**config.mk**
```make
export PLATFORM = sky130hd
export DESIGN_NAME = glitch_sequencer
export DESIGN_NICKNAME = d
export VERILOG_FILES = /design/src/rtl/glitch_sequencer.sv
export SDC_FILE = /design/constraint.sdc
export NUM_CORES = 1
export LEC_CHECK = 0
export CAP_MARGIN = 0
export CORE_ASPECT_RATIO = 0.7
export CORE_MARGIN = 8
export CORE_UTILIZATION = 42
export CTS_BUF_LIST = sky130_fd_sc_hd__clkbuf_4
export CTS_CLUSTER_DIAMETER = 80
export CTS_CLUSTER_SIZE = 40
export DETAILED_ROUTE_END_ITERATION = 8
export PLACE_DENSITY_LB_ADDON = 0.12
export SLEW_MARGIN = 20
export SYNTH_ARGS = -nofsm -noshare
export SYNTH_HDL_FRONTEND = slang
export SYNTH_SLANG_ARGS = --single-unit
```
**constraint.sdc**
```tcl
create_clock -name clk -period 2.66 [get_ports clk]
set_input_delay 0.532 -clock clk [delete_from_list [all_inputs] [get_ports clk]]
set_output_delay 0.532 -clock clk [all_outputs]
set_load 0.01 [all_outputs]
```
**src/rtl/glitch_sequencer.sv**
```systemverilog
// Glitch sequencer: holds the target in reset, optionally waits for an external
// trigger edge, then emits an offset-delayed train of glitch pulses per arm.
module glitch_sequencer #(
  parameter int CNT_W        = 32,
  parameter int MAX_PULSES   = 8,
  parameter int RST_CYCLES   = 1000,
  parameter int TRIG_TIMEOUT = 0,
  localparam int PC_W        = $clog2(MAX_PULSES + 1)
) (
  input  logic             clk,
  input  logic             rst_n,
  input  logic             arm,
  input  logic             abort,
  input  logic             trig_mode,
  input  logic             ext_trig,
  input  logic [CNT_W-1:0] offset,
  input  logic [CNT_W-1:0] duration,
  input  logic [CNT_W-1:0] gap,
  input  logic [PC_W-1:0]  pulse_count,
  output logic             reset_n,
  output logic             glitch_n,
  output logic             busy,
  output logic             done,
  output logic             timed_out
);

  typedef enum logic [2:0] {
    IDLE, RESET, WAIT_TRIG, OFFSET, PULSE, GAP, DONE
  } state_t;

  // Counters hold (length - 1) so a full-scale load still yields full-scale cycles.
  localparam logic [CNT_W-1:0] RST_LOAD    = CNT_W'(RST_CYCLES > 0 ? RST_CYCLES - 1 : 0);
  localparam logic [CNT_W-1:0] TO_LOAD     = CNT_W'(TRIG_TIMEOUT > 0 ? TRIG_TIMEOUT - 1 : 0);
  localparam bit               HAS_TIMEOUT = (TRIG_TIMEOUT != 0);
  localparam logic [PC_W-1:0]  PC_MAX      = PC_W'(MAX_PULSES);

  state_t           state_reg, state_next;
  logic [CNT_W-1:0] cnt_reg, cnt_next;
  logic [PC_W-1:0]  pulse_num_reg, pulse_num_next;
  logic             timed_out_next;

  logic [CNT_W-1:0] off_reg, dur_reg, gap_reg;
  logic [PC_W-1:0]  pc_reg;
  logic             trig_mode_reg;
  logic [2:0]       sync_reg;

  logic             accept;
  logic             trig_edge;
  logic [CNT_W-1:0] dur_load;
  logic [PC_W-1:0]  pulse_inc;
  state_t           launch_state;
  logic [CNT_W-1:0] launch_cnt;

  assign accept    = (state_reg == IDLE) && arm && !abort;
  assign trig_edge = sync_reg[1] & ~sync_reg[2];
  assign dur_load  = dur_reg - CNT_W'(1);
  assign pulse_inc = pulse_num_reg + PC_W'(1);

  // Entry into the offset phase; zero-length offsets fall straight through.
  assign launch_state = (off_reg != '0) ? OFFSET : ((pc_reg == '0) ? DONE : PULSE);
  assign launch_cnt   = (off_reg != '0) ? (off_reg - CNT_W'(1)) : dur_load;

  always_comb begin
    state_next     = state_reg;
    cnt_next       = cnt_reg;
    pulse_num_next = pulse_num_reg;
    timed_out_next = timed_out;
    case (state_reg)
      IDLE: begin
        if (arm) begin
          state_next     = RESET;
          cnt_next       = RST_LOAD;
          pulse_num_next = '0;
          timed_out_next = 1'b0;
        end
      end
      RESET: begin
        if (cnt_reg == '0) begin
          if (trig_mode_reg) begin
            state_next = WAIT_TRIG;
            cnt_next   = TO_LOAD;
          end else begin
            state_next = launch_state;
            cnt_next   = launch_cnt;
          end
        end else begin
          cnt_next = cnt_reg - CNT_W'(1);
        end
      end
      WAIT_TRIG: begin
        if (trig_edge) begin
          state_next = launch_state;
          cnt_next   = launch_cnt;
        end else if (HAS_TIMEOUT) begin
          if (cnt_reg == '0) begin
            state_next     = DONE;
            timed_out_next = 1'b1;
          end else begin
            cnt_next = cnt_reg - CNT_W'(1);
          end
        end
      end
      OFFSET: begin
        if (cnt_reg == '0) begin
          state_next = (pc_reg == '0) ? DONE : PULSE;
          cnt_next   = dur_load;
        end else begin
          cnt_next = cnt_reg - CNT_W'(1);
        end
      end
      PULSE: begin
        if (cnt_reg == '0) begin
          pulse_num_next = pulse_inc;
          if (pulse_inc == pc_reg) begin
            state_next = DONE;
          end else if (gap_reg == '0) begin
            cnt_next = dur_load;
          end else begin
            state_next = GAP;
            cnt_next   = gap_reg - CNT_W'(1);
          end
        end else begin
          cnt_next = cnt_reg - CNT_W'(1);
        end
      end
      GAP: begin
        if (cnt_reg == '0) begin
          state_next = PULSE;
          cnt_next   = dur_load;
        end else begin
          cnt_next = cnt_reg - CNT_W'(1);
        end
      end
      DONE:    state_next = IDLE;
      default: state_next = IDLE;
    endcase
    if (abort) begin
      state_next     = IDLE;
      timed_out_next = timed_out;
    end
  end

  // Outputs are decoded from the next state so they are registered alongside it.
  always_ff @(posedge clk or negedge rst_n) begin
    if (!rst_n) begin
      state_reg     <= IDLE;
      cnt_reg       <= '0;
      pulse_num_reg <= '0;
      off_reg       <= '0;
      dur_reg       <= CNT_W'(1);
      gap_reg       <= '0;
      pc_reg        <= '0;
      trig_mode_reg <= 1'b0;
      sync_reg      <= '0;
      reset_n       <= 1'b1;
      glitch_n      <= 1'b1;
      busy          <= 1'b0;
      done          <= 1'b0;
      timed_out     <= 1'b0;
    end else begin
      state_reg     <= state_next;
      cnt_reg       <= cnt_next;
      pulse_num_reg <= pulse_num_next;
      sync_reg      <= {sync_reg[1:0], ext_trig};
      reset_n       <= (state_next != RESET);
      glitch_n      <= (state_next != PULSE);
      busy          <= (state_next != IDLE);
      done          <= (state_next == DONE);
      timed_out     <= timed_out_next;
      if (accept) begin
        off_reg       <= offset;
        dur_reg       <= (duration == '0) ? CNT_W'(1) : duration;
        gap_reg       <= gap;
        pc_reg        <= (pulse_count > PC_MAX) ? PC_MAX : pulse_count;
        trig_mode_reg <= trig_mode;
      end
    end
  end

endmodule

```
==> results.toml <==
[sta]
worst_pin_slew_ns = 0.754
slew_headroom = 0.494
rsz0062_at_grt = "true"
setup-violations-final = 34
clock_skew_ns = 0.0301
worst_slack_ns = -0.191
slew_violations = 0
hold_viol = 0
whs_ns = 0.360
fmax_ghz = 0.351
post-route-period-util = 1.07
final.min_clock_period_ns = 2.85

[synth]
ys.flop_type = "dfrtp_1"
synth_edf_count = 0
postSynthAreaPerCell_sq_um = 7.82
ys_seq_area_frac = 0.368
async_reset_ff_frac = 1.00
synth.area.top_cells = "dfrtp_1, nand2_1, xnor2_1"
yosysTopAreaCellShare = 0.360
syn_area_sq_um = 10000
ys_warn_count = 0
synth_top_area_cell = "dfrtp_1"
syn_inst = 1280
ys_ff_latch = 147
synth_cell_type_count = 71
syn_nets = 1394

[routing]
via_per_inst = 5.68
finalWirelength_um = 40600
wl_per_cell_um = 20.9
dr.pass1.iters = 5
drc = 0
vias = 11000
antenna_left = 0
initialDrtViolationCount = 1251

[min_path]
hold_end = "sync_reg[0]$_DFF_PN0_"
hold_path_class = "input port to flop"
hold_start = "ext_trig"
holdPathStages = 1

[setup_path]
critPathKind = "flop to flop"
cp.arrival_ns = 3.38
cp_max_fo = 8
crit_buf_inv = 1
reg2reg_to = "glitch_n$_DFF_PN1_"
crit_path_frequent_cell = "or4_4"
crit_family = "simple AND/OR/NAND/NOR gates"
rr_worst_depth = 8
crit_cells = 8
slowest_stage = "or4_4"
path_cells = "or4_4 > or4_4 > nor4_4 > a21oi_2 > a211oi_2 > nand2b_1 > inv_1 > or3_1"
slowest_delay_ns = 0.62
rrSetupSlack_ns = -0.19
r2r-start = "cnt_reg[6]$_DFFE_PN0P_"
endpoint_kind = "flop"
start_kind = "flop"
critPathRequiredTime_ns = 3.19

[outcome]
status = "complete, but fails checks"
failed_checks = "setup timing"

[clock_network]
clockBufferDepth = 2
clkTransAtPathRegs_ns = 0.13
h-tree-depth = 4
cts_tree = "done"
worstSkewPairLatency_ns = 0.62
root_buffer = "clkbuf_4"
cts_made_buffers = 17
clock-sinks = 147

[grt]
grt_pass1_wl_um = 62800
grt.overflow.total = 0
grt_max_degree = 71
antenna_found_initial = 2
grt_pass1_vias = 10700
track_usage = 0.273

[die]
die_h_um = 145
die-area_sq_um = 29100
die_x_um = 201
pin_count = 111
initial_utilization = 0.426
core_sq_um = 23500
rows = 47

[power_and_ir_drop]
switchingPower_w = 0.00262
p_int_w = 0.00416
pwr-share-seq = 0.413
p_clk_frac = 0.209
peakVddDrop_v = 0.000294
switching_share = 0.386
power.leakage_nw = 6.14
powerDensity_nw_per_um2 = 478
pwr-share-comb = 0.378

[cells_and_area]
final_common_cell = "nand2_1"
final_cells = 1946
fill_cells = 2208
area_delta_synth_final_pct = 41.7
fin_util = 0.603
mostFrequentLayoutCells = "nand2_1, buf_4, dfrtp_1, clkdlybuf4s50_1, xnor2_1"
final_nets = 1728
drive_gt1_frac = 0.235

[job]
max_cap_violations = 0

[placement]
gp_congestion = 1.03
dp_hpwl_um = 32100
numPortBuffers = 109
placed_cells = 1890
## final cells by class
cell class                      instances  area (sq um)  area share
Multi-Input combinational cell       1052          6390       0.451
Sequential cell                       147          3680       0.259
Timing Repair Buffer                  382          3400       0.239
Tap cell                              318           398      0.0280
Clock buffer                           18           135     0.00952
Clock inverter                         13           128     0.00899
Inverter                               14          52.6     0.00370
Antenna cell                            2          5.00    0.000353
## cell families after synthesis
group	share of synthesized area
muxes	0.0231
DFF	0.368
buffers and inverters	0.0325
AOI/OAI and AO/OA	0.137
adders and majority gates	0.0100
and+or+nand+nor	0.329
other	0.000374
xor gates and xnor gates	0.101
## cells in the mapped netlist (6+ instances only)
cell	instances
a221oi_1	6
buf_2	11
nand2b_1	13
a211oi_1	11
nor2_1	65
nor4_1	54
xor2_1	37
xnor2_1	78
nor3_1	58
o31ai_1	6
a21oi_1	47
o22ai_1	15
inv_1	13
o21ai_0	52
or3_1	17
dfrtp_1	144
o211ai_1	12
or4_1	16
ha_1	8
a31oi_1	16
mux2i_1	22
nand4_1	22
nand3_1	30
nand2_1	365
nor3b_1	6
clkbuf_1	53
## power by group through the flow
stage	combinational [W]	clock [W]	sequential (W)
finish	0.00257	0.00142	0.00280
global route	0.00275	0.00155	0.00284
CTS	0.00245	0.00146	0.00279
detailed placement	0.00238	0	0.00283
global placement	0.00236	0	0.00282
floorplan	0.00106	0	0.00284
## worst max path at each step
stage                                        from            endpoint  slack, ns
after global placement    cnt_reg[11]$_DFFE_PN0P_  glitch_n$_DFF_PN1_      -0.22
after floorplan           cnt_reg[10]$_DFFE_PN0P_  glitch_n$_DFF_PN1_      -0.13
final                      cnt_reg[6]$_DFFE_PN0P_  glitch_n$_DFF_PN1_      -0.19
after global routing       cnt_reg[6]$_DFFE_PN0P_      busy$_DFF_PN0_      -0.28
after CTS                 cnt_reg[27]$_DFFE_PN0P_  glitch_n$_DFF_PN1_      -0.14
after detailed placement   off_reg[1]$_DFFE_PN0P_  glitch_n$_DFF_PN1_      -0.26
## per-stage QoR
| stage | instance area (sq um) | power (W) | worst slack (ns) | setup TNS, ns |
|---|---|---|---|---|
| 2_1_floorplan | 10100 | 0.00390 | -0.132 | -0.669 |
| 3_3_place_gp | 13400 | 0.00518 | -0.220 | -1.68 |
| 3_5_place_dp | 13400 | 0.00521 | -0.260 | -3.90 |
| 4_1_cts | 13900 | 0.00670 | -0.136 | -1.45 |
| 5_1_grt | 14200 | 0.00714 | -0.278 | -5.88 |
| 6_report | 14200 | 0.00679 | -0.191 | -2.81 |
## per-layer routing
layer | part of all wire | wire, um | up-vias | track usage
li1 | - | - | 5220 | -
met1 | 0.47 | 19000 | 5243 | 0.398
met2 | 0.41 | 16500 | 506 | 0.372
met3 | 0.10 | 4110 | 73 | 0.0905
met4 | 0.025 | 1030 | 2 | 0.0873
met5 | 0.00027 | 11 | - | 0
## what timing repair did
action,in CTS,in global routing
cloned,1,0
resized for setup,44,47
hold buffers,1,0
setup buffers,14,7
pin swaps,21,21
hold endpoints to repair,39,0
setup endpoints to repair,38,42
Power figures use the tool's default switching activity.
